## config.mk

```make
export PLATFORM = sky130hd
export DESIGN_NAME = ram_writeback
export DESIGN_NICKNAME = d
export VERILOG_FILES = /design/src/rtl/ram_writeback.sv
export SDC_FILE = /design/constraint.sdc
export NUM_CORES = 1
export LEC_CHECK = 0
export CAP_MARGIN = 15
export CORE_ASPECT_RATIO = 0.9
export CORE_UTILIZATION = 29
export CTS_CLUSTER_SIZE = 25
export DETAILED_ROUTE_END_ITERATION = 10
export GPL_ROUTABILITY_DRIVEN = 0
export PLACE_DENSITY = 0.54
export SKIP_LAST_GASP = 1
export SLEW_MARGIN = 20
export SYNTH_ARGS = -nofsm -noshare
export SYNTH_HDL_FRONTEND = slang
export SYNTH_HIERARCHICAL = 1
export SYNTH_SLANG_ARGS = --single-unit
export TNS_END_PERCENT = 50
```

## constraint.sdc

```tcl
create_clock -name clk -period 2.7 [get_ports clk]
set_input_delay 0.54 -clock clk [delete_from_list [all_inputs] [get_ports clk]]
set_output_delay 0.54 -clock clk [all_outputs]
set_load 0.02 [all_outputs]
```

## src/rtl/ram_writeback.sv

```systemverilog
// Result-memory to external-RAM writeback engine: unpacks 9-value words (or plain words) into SIZE_1 writes.
// Optional WRITEBACK_RELU_EN clamps negative slices to zero. The packed/plain select port is packed_mode ("packed" is reserved).

module ram_writeback_lane #(
  parameter int W = 11
) (
  input  logic [W-1:0] raw,
  output logic [W-1:0] val
);
`ifdef WRITEBACK_RELU_EN
  assign val = raw[W-1] ? '0 : raw;
`else
  assign val = raw;
`endif
endmodule

module ram_writeback #(
  parameter int SIZE_1           = 11,
  parameter int SIZE_9           = 99,
  parameter int SIZE_address_pix = 13
) (
  input  logic                        clk,
  input  logic                        rst_n,
  input  logic                        GO,
  input  logic                        packed_mode,
  input  logic [12:0]                 firstaddr,
  input  logic [12:0]                 count,
  output logic                        re_mem,
  output logic [SIZE_address_pix-1:0] addr_mem,
  input  logic [SIZE_9-1:0]           data_mem,
  output logic                        we_RAM,
  output logic [12:0]                 address,
  output logic signed [SIZE_1-1:0]    data_out,
  output logic                        busy,
  output logic                        done
);
  localparam int LANES = SIZE_9 / SIZE_1;
  localparam int KW    = $clog2(LANES);

  typedef enum logic [2:0] {IDLE, READ, LOAD, WRITE, FIN} state_t;

  state_t                        state, state_nxt;
  logic                          pk_q;
  logic [12:0]                   first_q, count_q, n_q;
  logic [KW-1:0]                 k_q;
  logic [SIZE_9-1:0]             buff;
  logic [SIZE_address_pix-1:0]   addr_q;
  logic [12:0]                   addr_hold;
  logic [SIZE_1-1:0]             data_hold;
  logic [LANES-1:0][SIZE_1-1:0]  lane_val;
  logic [SIZE_1-1:0]             slice;
  logic                          last_val, k_wrap;

  // Lane g holds slice g counted from the MSB; plain mode uses the LSB lane.
  for (genvar g = 0; g < LANES; g++) begin : g_lane
    ram_writeback_lane #(.W(SIZE_1)) u_lane (
      .raw (buff[SIZE_9-1-g*SIZE_1 -: SIZE_1]),
      .val (lane_val[g])
    );
  end

  assign slice    = pk_q ? lane_val[k_q] : lane_val[LANES-1];
  assign last_val = (n_q + 13'd1) == count_q;
  assign k_wrap   = k_q == KW'(LANES-1);
  assign addr_mem = addr_q;
  assign busy     = state != IDLE;

  always_ff @(posedge clk or negedge rst_n) begin
    if (!rst_n) state <= IDLE;
    else        state <= state_nxt;
  end

  always_comb begin
    state_nxt = state;
    re_mem    = 1'b0;
    we_RAM    = 1'b0;
    done      = 1'b0;
    address   = addr_hold;
    data_out  = data_hold;
    case (state)
      IDLE:  if (GO) state_nxt = (count == 13'd0) ? FIN : READ;
      READ:  begin re_mem = 1'b1; state_nxt = LOAD; end
      LOAD:  state_nxt = WRITE;
      WRITE: begin
        we_RAM   = 1'b1;
        address  = first_q + n_q;
        data_out = slice;
        if (last_val)               state_nxt = FIN;
        else if (!pk_q || k_wrap)   state_nxt = READ;
        else                        state_nxt = WRITE;
      end
      FIN:   begin done = 1'b1; state_nxt = IDLE; end
      default: state_nxt = IDLE;
    endcase
  end

  always_ff @(posedge clk or negedge rst_n) begin
    if (!rst_n) begin
      pk_q      <= 1'b0;
      first_q   <= '0;
      count_q   <= '0;
      n_q       <= '0;
      k_q       <= '0;
      buff      <= '0;
      addr_q    <= '0;
      addr_hold <= '0;
      data_hold <= '0;
    end else begin
      case (state)
        IDLE: if (GO) begin
          pk_q    <= packed_mode;
          first_q <= firstaddr;
          count_q <= count;
          n_q     <= '0;
          k_q     <= '0;
          addr_q  <= '0;
        end
        LOAD: buff <= data_mem;
        WRITE: begin
          // Remember the last write so address/data_out hold between strobes.
          addr_hold <= address;
          data_hold <= slice;
          n_q       <= n_q + 13'd1;
          if (pk_q) k_q <= k_wrap ? '0 : k_q + KW'(1);
          if (!last_val && (!pk_q || k_wrap)) addr_q <= addr_q + 1'b1;
        end
        default: ;
      endcase
    end
  end
endmodule

```

### Word-level counts from Yosys, hierarchy flattened

Index checks and enable logic that the tools add are counted.

| storage, ports and cells | value |
|---|---|
| register bits | 183 |
| input port bits | 129 |
| output and inout port bits | 41 |
| word-level logic and storage cells | 57 |

| operators by class | value |
|---|---|
| add/sub/neg operators | 4 |
| order comparisons | 1 |
| eq/ne operators | 9 |
| muxes and demuxes | 21 |
| reductions and logical operators | 12 |

Operators with widths:

| operator | count |
|---|---|
| $pmux W13 S2 | 2 |
| $bmux W11 S4 | 1 |
| $mux W13 | 3 |
| $mux W11 | 3 |
| $add A13 B1 Y13 const B | 2 |
| $add A13 B13 Y13 | 1 |
| $eq A13 B13 Y1 | 1 |
| $logic_not A13 Y1 | 1 |
| $mux W4 | 3 |
| $pmux W3 S4 | 1 |
| $mux W3 | 3 |
| $pmux W4 S2 | 1 |
| $eq A3 B2 Y1 const B | 2 |
| $ne A2 B2 Y1 const B | 3 |
| $reduce_and A3 Y1 | 2 |
| $lt A4 B5 Y1 const B | 1 |
| $add A4 B1 Y4 const B | 1 |
| $eq A4 B4 Y1 const B | 1 |
| $reduce_and A2 Y1 | 2 |
| $eq A3 B1 Y1 const B | 1 |
| $eq A3 B3 Y1 const B | 1 |
| $logic_not A3 Y1 | 1 |
| $mux W1 | 3 |
| $reduce_bool A3 Y1 | 1 |
| other kinds (5) | 6 |

### Depth between registers and ports, before layout

| logic depth | value |
|---|---|
| depth after elaboration | 6 |
| depth in mapped cells | 11 |
| mapped depth without buffers | 10 |

### Cells and area by module

The synthesis kept the hierarchy.

Modules (own cells, without submodules):

| module | instances | cells each | area each (sq um) | sequential area each (sq um) |
|---|---|---|---|---|
| ram_writeback | 1 | 824 | 9066.2 | 4579.4 |
| ram_writeback_lane | 9 | 11 | 82.6 | 0.0 |

### Worst setup path after synthesis

Ideal clock, no wire load.

| timing path | value |
|---|---|
| path type | reg2out |
| start point | register n_q[0] |
| end point | output address[12] |
| arrival time | 2528 ps |
| data required time | 2160 ps |
| setup slack | -368 ps |
| cell stages (with the launch flop) | 11 |
| path buffers | 0 |
| path through | dfrtp_1 ha_1 inv_1 fa_1 nor2b_1 o21a_1 o21ai_0 a211oi_1 nor3_1 or3_1 a31oi_1 |

| between the ends | value |
|---|---|
| word-level cells in the longest chain between the ends | 2 |

Ends and longest elaborated chain:

| element | RTL line | RTL |
|---|---|---|
| start: declaration | 44 | `logic [12:0] first_q, count_q, n_q;` |
| start signal: assignment | 123 | `n_q <= n_q + 13'd1;` |
| $add A13 B13 Y13 | 86 | `address = first_q + n_q;` |
| $mux W13 | 80 | `case (state)` |
| end: declaration | 32 | `output logic [12:0] address,` |

No other way between the ends.

### Worst setup path in the final report

Same ends and word-level chain as after synthesis.

==> run metrics <==
post-synthesis cell count 923; area occupied by multi-input gates between 4000 and 5000 sq um; Seq. cell area 4580 sq um; Die Height 176 um; f_max 303 MHz; critical path class register to output port; Worst Max-Slew Pin Slew 0.683 ns; DP Wirelength 17900 um; worst min-delay path class register to register; core region area 33100 sq um; io pins 170; vias 7088; DIE AREA 34600 sq um; largest buffer count on any clock path 2; VDD IR max ~0.00047 V; top cells by area, synth dfrtp_1 (47%), mux2_2 (12%), buf_4 (7.7%), nand2_1 (6.2%), mux4_2 (5.1%); Unique masters post-synth 58; Worst-path clk slew 0.08 ns; failing checks negative setup slack; CTS tree yes; largest net degree at the start of global routing 101; outcome finished, violations left; nets 1227; total gr overflow 0; WP buf/inv 2; critical path capture point type output port; H-tree Lvls 4; Leak 5.53 nW; async set or reset register ratio after synthesis 1.00; pwr/cell area 1120 nW/um^2; num rows 63; number of port buffers 169; post-route ant nets 0; Final Critical Period between 3 and 4 ns; number of synthesized register bits 183; first drt pass iteration count 5; number of buffers created by CTS 17; syn avg cell area approximately 11 sq um; crit path max-delay cell type dfrtp_1; DRT met1 WL 12000 um; Crit path largest cell delay 0.35 ns; sequential fraction of the synthesis area 0.467; syn_nets 1069; top sig layer met4; Clock Sinks 183; vias per std cell 4.68; DR WL met2 between 10000 and 15000 um; detailed router's first-iteration violation count 364; Post-synth EDFFs 0; Fin Setup TNS -5.42 ns; Syn. warnings 6; layout overhead on the synthesized area 31.8%; Arr. time, crit path 2.76 ns; routed wl met3 1300 um; Place WS -0.688 ns; Setup Skew 0.0158 ns; crit path max fanout 2; placed cell count 1449; Routed WL 25300 um; Final Max Tran Viols 0; Cell Chain, Critical Path ha_2 > inv_2 > fa_2 > nor2b_1 > o21a_1 > o21ai_2 > a211oi_2 > nor3_2 > or3_4 > a31oi_4 > buf_6; Die Span X 196 um; commonest non-fill, non-tap cell in the layout dfrtp_1; wire per inst 16.7 um; fill count 3195; worst skew pair latency 0.45 ns; Max Cap Violations 0; Crit path required time about 2.2 ns; first-pass GRT wire length 40200 um; Slew HR 0.545; CP top delay family compound AO/OA/AOI/OAI gates; most frequent cells in the layout dfrtp_1 (182), nand2_1 (149), clkdlybuf4s50_1 (143); hold slack final 0.478 ns; antenna violations before repair 0; RSZ-0062 raised after global routing true; layout cell share with drive strength beyond 1 0.329; Placement Cell Area 11800 sq um; gr usage total 0.152; Yosys top cell by area dfrtp_1; post-route cell area 12900 sq um; Initial Util 0.296; Root Driver clkbuf_16; Setup violations, final 24; Synth top area share 0.467; Ant. Diodes 0; Top FF cell, synth dfrtp_1; final setup margin -0.600 ns; fin crit share 1.22; vias in the first global route 7153; Residual DRC 0; Startpoint Class register; Non-Filler Instances ~1500; final hold viol count 0; mapped cell area slightly below 10000 sq um
-- worst register-to-register path: cells and delay by family (launching register included) --
kind,cells,cell delay [ns]
simple gates,5,1.51
flops,1,0.38
buf+inv,2,0.28
fa+ha+maj,1,0.23
compound gates,1,0.18
xor+xnor,1,0.19
-- flip-flops by register name (all words and copies together) (netlist names) --
signal	cells
k_q	4
data_hold	11
count_q	13
pk_q	1
state	3
first_q	13
buff	99
addr_hold	13
addr_mem	13
n_q	13
-- cell families (layout without fill, tap and decap cells) --
logic type / Yosys count / count (layout) / synth area share
compound gates: 137 / 137 / 0.0819
xor+xnor: 27 / 27 / 0.0241
fa+ha+maj: 17 / 17 / 0.0224
buf+inv: 159 / 330 / 0.103
flops: 183 / 183 / 0.467
mux: 130 / 130 / 0.174
simple gates: 270 / 270 / 0.128
-- stage by stage --
stage | utilization | power [mW]
floorplan | - | 9.67
global placement | 0.357 | 11.2
detailed placement | 0.357 | 11.3
CTS | 0.384 | 14.4
global route | 0.390 | 15.5
finish | 0.390 | 14.5
-- synthesized netlist by cell type (all sizes together) (3+ instances only) --
library cell    n
a31oi           5
ha             16
clkbuf         39
and3            4
mux2i           6
nor2b           3
xor2           12
dfrtp         183
a21oi          39
inv            10
nand2b          7
mux2          102
or3            10
o21ai          63
and2            6
or4             6
o41ai           5
nand3          15
o211ai          3
nor3           16
a21o            4
and4            4
nand4           8
mux4           22
nor4            7
o31ai           8
xnor2          15
nand2         161
buf           109
nor2           18
-- worst paths after layout --
path / start / end / slack, ns / depth (start not counted)
worst max-delay path: n_q[0] / address[12] / -0.60 / 11
worst min-delay path: addr_hold[10] / addr_hold[10] / 0.48 / 2
worst max register to register: n_q[0] / state[2] / -0.11 / 10
worst min register to register: addr_hold[10] / addr_hold[10] / 0.48 / 2
max in group asynchronous: rst_n / k_q[3] / 1.37 / 3
min in group asynchronous: rst_n / buff[22] / 0.56 / 2
-- layout make-up --
class	count	area share
Sequential cell	183	0.354
Multi-Input combinational cell	581	0.346
Timing Repair Buffer	287	0.208
Tap cell	422	0.0408
Clock buffer	17	0.0329
Clock inverter	15	0.0136
Inverter	11	0.00416
-- power by group --
part / internal [mW] / switching, mW / total (mW)
clock network: 1.25 / 1.31 / 2.56
logic: 3.76 / 3.53 / 7.29
registers: 3.96 / 0.642 / 4.61
total: 8.98 / 5.48 / 14.5
-- per-layer routing --
metal / GRT usage / up-vias
li1: - / 3446
met1: 0.211 / 3497
met2: 0.234 / 134
met3: 0.0392 / 11
met4: 0.0387 / 0
met5: 0 / -
-- repair_timing --
action	in CTS	in global routing
hold buffers	1	0
setup buffers	24	15
gates cloned	1	0
hold endpoints to repair	35	0
gates resized for setup	118	85
pin swaps	26	34
endpoints found under the setup margin	30	40
Note: power is estimated with default switching activity, not from simulation.
